### src/rtl/common_pkg.sv
// Shared scalar/word type aliases used across the core.
package common_pkg;
  typedef logic        u1;
  typedef logic [31:0] u32;
  typedef logic [63:0] u64;
endpackage

### src/rtl/pipes_pkg.sv
// Pipeline-register payloads and fetch-stage constants.
package pipes_pkg;
  import common_pkg::*;

  localparam u64 PC_RESET  = 64'h0000_0000_8000_0000;
  localparam u32 NOP_INSTR = 32'h0000_0013;

  typedef struct packed {
    u1  valid;
    u64 pc;
    u32 raw_instr;
    u1  misalign;
  } fetch_data_t;

  typedef enum logic [1:0] {REQ, HOLD, DISCARD} fetch_state_t;
endpackage

### src/rtl/fetch_unit.sv
// Fetch stage: PC register, instruction-bus handshake, one-entry stall buffer,
// and redirect handling that lets an in-flight request drain before retargeting.
module fetch_unit
  import common_pkg::*;
  import pipes_pkg::*;
#(
  parameter u64 PC_RESET  = pipes_pkg::PC_RESET,
  parameter u32 NOP_INSTR = pipes_pkg::NOP_INSTR
) (
  input  logic        clk,
  input  logic        resetn,
  input  logic        stallF,
  input  logic        branch_taken,
  input  logic [63:0] pcbranch,
  output logic        ireq_valid,
  output logic [63:0] ireq_addr,
  input  logic        iresp_data_ok,
  input  logic [31:0] iresp_data,
  output fetch_data_t dataF_nxt
);

  fetch_state_t state, state_nxt;
  u64 pc, pc_nxt, pend_pc, pend_nxt;
  u32 hold_instr, hold_nxt, instr;
  u1  req_valid, out_valid, misalign;

  assign misalign = (pc[1:0] != 2'b00);

  always_ff @(posedge clk or negedge resetn) begin
    if (!resetn) begin
      state      <= REQ;
      pc         <= PC_RESET;
      pend_pc    <= PC_RESET;
      hold_instr <= '0;
    end else begin
      state      <= state_nxt;
      pc         <= pc_nxt;
      pend_pc    <= pend_nxt;
      hold_instr <= hold_nxt;
    end
  end

  always_comb begin
    state_nxt = state;
    pc_nxt    = pc;
    pend_nxt  = pend_pc;
    hold_nxt  = hold_instr;
    req_valid = 1'b0;
    out_valid = 1'b0;
    instr     = hold_instr;
    unique case (state)
      REQ: begin
        // A misaligned PC completes its slot locally with a NOP, no bus traffic.
        req_valid = !misalign;
        instr     = misalign ? NOP_INSTR : iresp_data;
        if (misalign || iresp_data_ok) begin
          if (branch_taken) begin
            pc_nxt = pcbranch;
          end else begin
            out_valid = 1'b1;
            if (stallF) begin
              hold_nxt  = instr;
              state_nxt = HOLD;
            end else begin
              pc_nxt = pc + 64'd4;
            end
          end
        end else if (branch_taken) begin
          pend_nxt  = pcbranch;
          state_nxt = DISCARD;
        end
      end
      HOLD: begin
        if (branch_taken) begin
          pc_nxt    = pcbranch;
          state_nxt = REQ;
        end else begin
          out_valid = 1'b1;
          if (!stallF) begin
            pc_nxt    = pc + 64'd4;
            state_nxt = REQ;
          end
        end
      end
      DISCARD: begin
        // The bus forbids withdrawing a request, so keep it up until its beat returns.
        req_valid = 1'b1;
        if (iresp_data_ok) begin
          pc_nxt    = branch_taken ? pcbranch : pend_pc;
          state_nxt = REQ;
        end else if (branch_taken) begin
          pend_nxt = pcbranch;
        end
      end
      default: state_nxt = REQ;
    endcase
  end

  // PC is not moved in DISCARD, so it still equals the outstanding request address.
  assign ireq_valid = resetn & req_valid;
  assign ireq_addr  = pc;

  always_comb begin
    dataF_nxt           = '0;
    dataF_nxt.valid     = resetn & out_valid;
    dataF_nxt.pc        = pc;
    dataF_nxt.raw_instr = instr;
    dataF_nxt.misalign  = misalign;
  end

  a_no_unsolicited_beat: assert property (@(posedge clk) disable iff (!resetn)
    !(state == HOLD && iresp_data_ok));

endmodule
### config.mk
export PLATFORM = sky130hd
export DESIGN_NAME = fetch_unit
export DESIGN_NICKNAME = d
export VERILOG_FILES = /design/src/rtl/common_pkg.sv /design/src/rtl/pipes_pkg.sv /design/src/rtl/fetch_unit.sv
export SDC_FILE = /design/constraint.sdc
export NUM_CORES = 1
export LEC_CHECK = 0
export ABC_AREA = 1
export CORE_AREA = 2 2 180 182
export DETAILED_ROUTE_END_ITERATION = 12
export DIE_AREA = 0 0 182 184
export GPL_TIMING_DRIVEN = 0
export HOLD_SLACK_MARGIN = 0.02
export SYNTH_ARGS = -nofsm -noshare
export SYNTH_HDL_FRONTEND = slang
export SYNTH_SLANG_ARGS = --single-unit
### constraint.sdc
create_clock -name clk -period 1.65 [get_ports clk]
set_clock_uncertainty 0.15 [all_clocks]
set_input_delay 0.2475 -clock clk [delete_from_list [all_inputs] [get_ports clk]]
set_output_delay 0.2475 -clock clk [all_outputs]
set_load 0.05 [all_outputs]
==> summary.md <==
| Metric | Value |
|---|---|
| Status | finished, violations left |
| Failing checks | hold timing, setup timing |
| Drt total wl | 57.7 mm |
| Largest net degree at the start of global routing | 69 |
| Crit path DAT | 1760 ps |
| DR iter-0 viols | 1404 |
| Die Width | 182 um |
| Initial antenna violation count | 0 |
| Critical path class | reg2out |
| DPL Wire Length | 34.4 mm |
| Minimum clock period | 2160 ps |
| Clk_lat worst skew | 450 ps |
| Type of origin of the critical path | register |
| H-tree depth | 4 |
| Seq cells post-synth | 162 |
| Setup violators final | 242 |
| Total negative slack | -56320 ps |
| IO Count | 264 |
| Vias per Instance | 5.49 |
| CTS Sinks | 162 |
| Grt ovf | 0 |
| PD cells | 2370 nW/um2 |
| Global placement routability congestion | 0.936 |
| CTS tree | done |
| Die Span Y | 184 um |
| CTS max path bufs | 2 |
| Cell count after synthesis | 1679 |
| Number of global-route vias before repair | 13700 |
| Ant. Diodes | 0 |
| CP endpoint kind | primary output |
| Setup ws final | -509 ps |
| Area Overhead vs Synth | 99.8% |
| WL per Instance | 22.0 um |
| Syn nets | 1781 |
| Via count | 14400 |
| DIE AREA | 33500 um2 |
| First-pass GRT wire length | 80.5 mm |
| Final net count | 2305 |
| Max-cap violations | 0 |
| Port Buffers | 262 |
| Leakage | 10.0 nW |
| # rows | 65 |
| Clock root cell | clkbuf_16 |
| Hold WC Path Type | in2async |
| VDD IR max | 1570 uV |
| GRT Total Usage | 31.7% |
| Area contributors post-synth | dfrtp_1 37%, nand2_1 17%, o21ai_0 9.5% |
| Final hold vios | 113 |
| Worst Tran Pin Value | 807 ps |
| Seq/Total Area, Yosys | 37.2% |
| Hold WS | -485 ps |
| CORE AREA | 31400 um2 |
| # fillers | 2273 |
| Yosys top cell area share | 36.7% |
| Max FO, Critical Path | 8 |
| Post-Syn Area per Cell | 6.49 um2 |
| Worst Path Required | 1250 ps |
| Layout cell share with drive strength beyond 1 | 56.4% |
| Netlist cell types | 37 |
| Initial Util | 34.7% |
| Final Cycle Share | 131% |
| DR pass1 iterations | 7 |
| RSZ-0062 raised after global routing | true |
| Biggest area consumer among synthesized cells | dfrtp_1 |
| Worst-path clk slew | 80 ps |
| Relative slew slack | 45.7% |
| Post-detailed-route count of antenna-violating nets | 0 |
| Synth Cell Area | 10900 um2 |
| Fmax | 0.463 GHz |
| Final total power | 51.6 mW |
| TritonCTS buffer count | 17 |
| Max-slew violation count | 0 |
| Yosys Warn Count | 0 |
| DRC viols | 0 |
-- timing repair --
| item | in CTS | in global routing |
|---|---|---|
| setup endpoints to repair | 323 | 286 |
| gates resized for setup | 1686 | 589 |
| cloned | 34 | 4 |
| pin swaps | 122 | 97 |
| endpoints found under the hold margin | 66 | 113 |
| setup buffers | 171 | 74 |
-- per-layer routing --
| metal | vias up | GRT usage [%] | routed length [um] |
|---|---|---|---|
| li1 | 6374 | - | - |
| met1 | 7027 | 43.0 | 23500 |
| met2 | 791 | 50.7 | 26700 |
| met3 | 193 | 4.66 | 4500 |
| met4 | 0 | 13.2 | 2930 |
| met5 | - | 0 | 0 |
-- final cells by class --
type	count	area, um2	area share (%)
timing repair buffer	529	5810	26.7
tap	402	503	2.31
clock buffer	18	429	1.97
buffer	114	1340	6.14
clock inverter	14	166	0.764
sequential	162	4140	19.0
multi-input combinational	1183	8600	39.5
inverter	196	786	3.61
-- power breakdown --
group	leakage (nW)	switching (mW)	internal, mW
Clock	0.278	2.07	2.17
Combinational	7.81	22.8	16.7
Sequential	1.92	1.81	6.02
-- per-stage QoR --
stage | area (um2) | setup WS [ps] | utilization, % | instances | hold slack [ps]
global route | 21800 | -538 | 69.4 | 2618 | -443
floorplan | 11600 | -153 | - | 1679 | -198
CTS | 19600 | -456 | 62.4 | 2573 | -382
detailed placement | 14700 | -1150 | 47.0 | 2344 | 75.8
finish | 21800 | -509 | 69.4 | 2618 | -485
global placement | 14700 | -7940 | 46.8 | 2343 | 321
-- path summary, 6_finish.rpt --
check                              from  cells after the start  slack, ps       endpoint
max in group asynchronous        resetn                      2        930  ireq_addr[31]
min in group clk           pcbranch[53]                      3        270    pend_pc[53]
max reg2reg                ireq_addr[3]                     10       -370  ireq_addr[43]
max                            state[0]                      6       -510  dataF_nxt[16]
min reg2reg                 pend_pc[31]                      2        340    pend_pc[31]
min                              resetn                      1       -480    pend_pc[28]
-- flip-flops by register name (all words and copies together) (netlist names) --
| register | count |
|---|---|
| ireq_addr | 64 |
| state | 2 |
| hold_instr | 32 |
| pend_pc | 64 |
-- worst max-delay path, stage by stage (launching register included) --
cell       delay [ps]
dfrtp_2           450
nor2_4            170
clkbuf_16         210
clkbuf_16         180
nand2_2            70
o21ai_4            60
buf_6             170
-- kinds of logic after synthesis --
family                     after synthesis  synth area share [%]
buffers and inverters                  335                  14.6
adders and majority gates                1                 0.115
and+or+nand+nor                        826                  30.2
DFF                                    162                  37.2
AOI/OAI and AO/OA                      355                  17.9
-- cell usage in the layout, fill, tap and decap left out, types with 39 or more instances in the layout --
master           count
o21ai_0             54
nor2_4             118
nand2_2            105
buf_6              141
buf_12              44
inv_1              176
nand2_4             85
buf_4              186
buf_2               49
a21oi_2             39
nor2_2              50
dfrtp_2             65
dfrtp_1             95
nor2_1              84
o21ai_1             40
o21ai_2             93
buf_8               68
clkdlybuf4s50_1     98
nand3_1             49
nand2_1            304
-- Yosys cell counts, drive strengths merged --
library cell,n
o21bai,16
buf,112
nor3,6
o31ai,28
o22ai,4
a31oi,17
nor3b,1
nor4,1
inv,196
ha,1
clkbuf,27
a22o,2
nand4,4
nor2,253
nand3,62
a21boi,2
dfstp,2
o2111ai,1
o211ai,1
o221ai,1
or2,3
nand2,496
dfrtp,160
a22oi,5
a21oi,55
o21ai,223
Note: power is estimated with default switching activity, not from simulation.
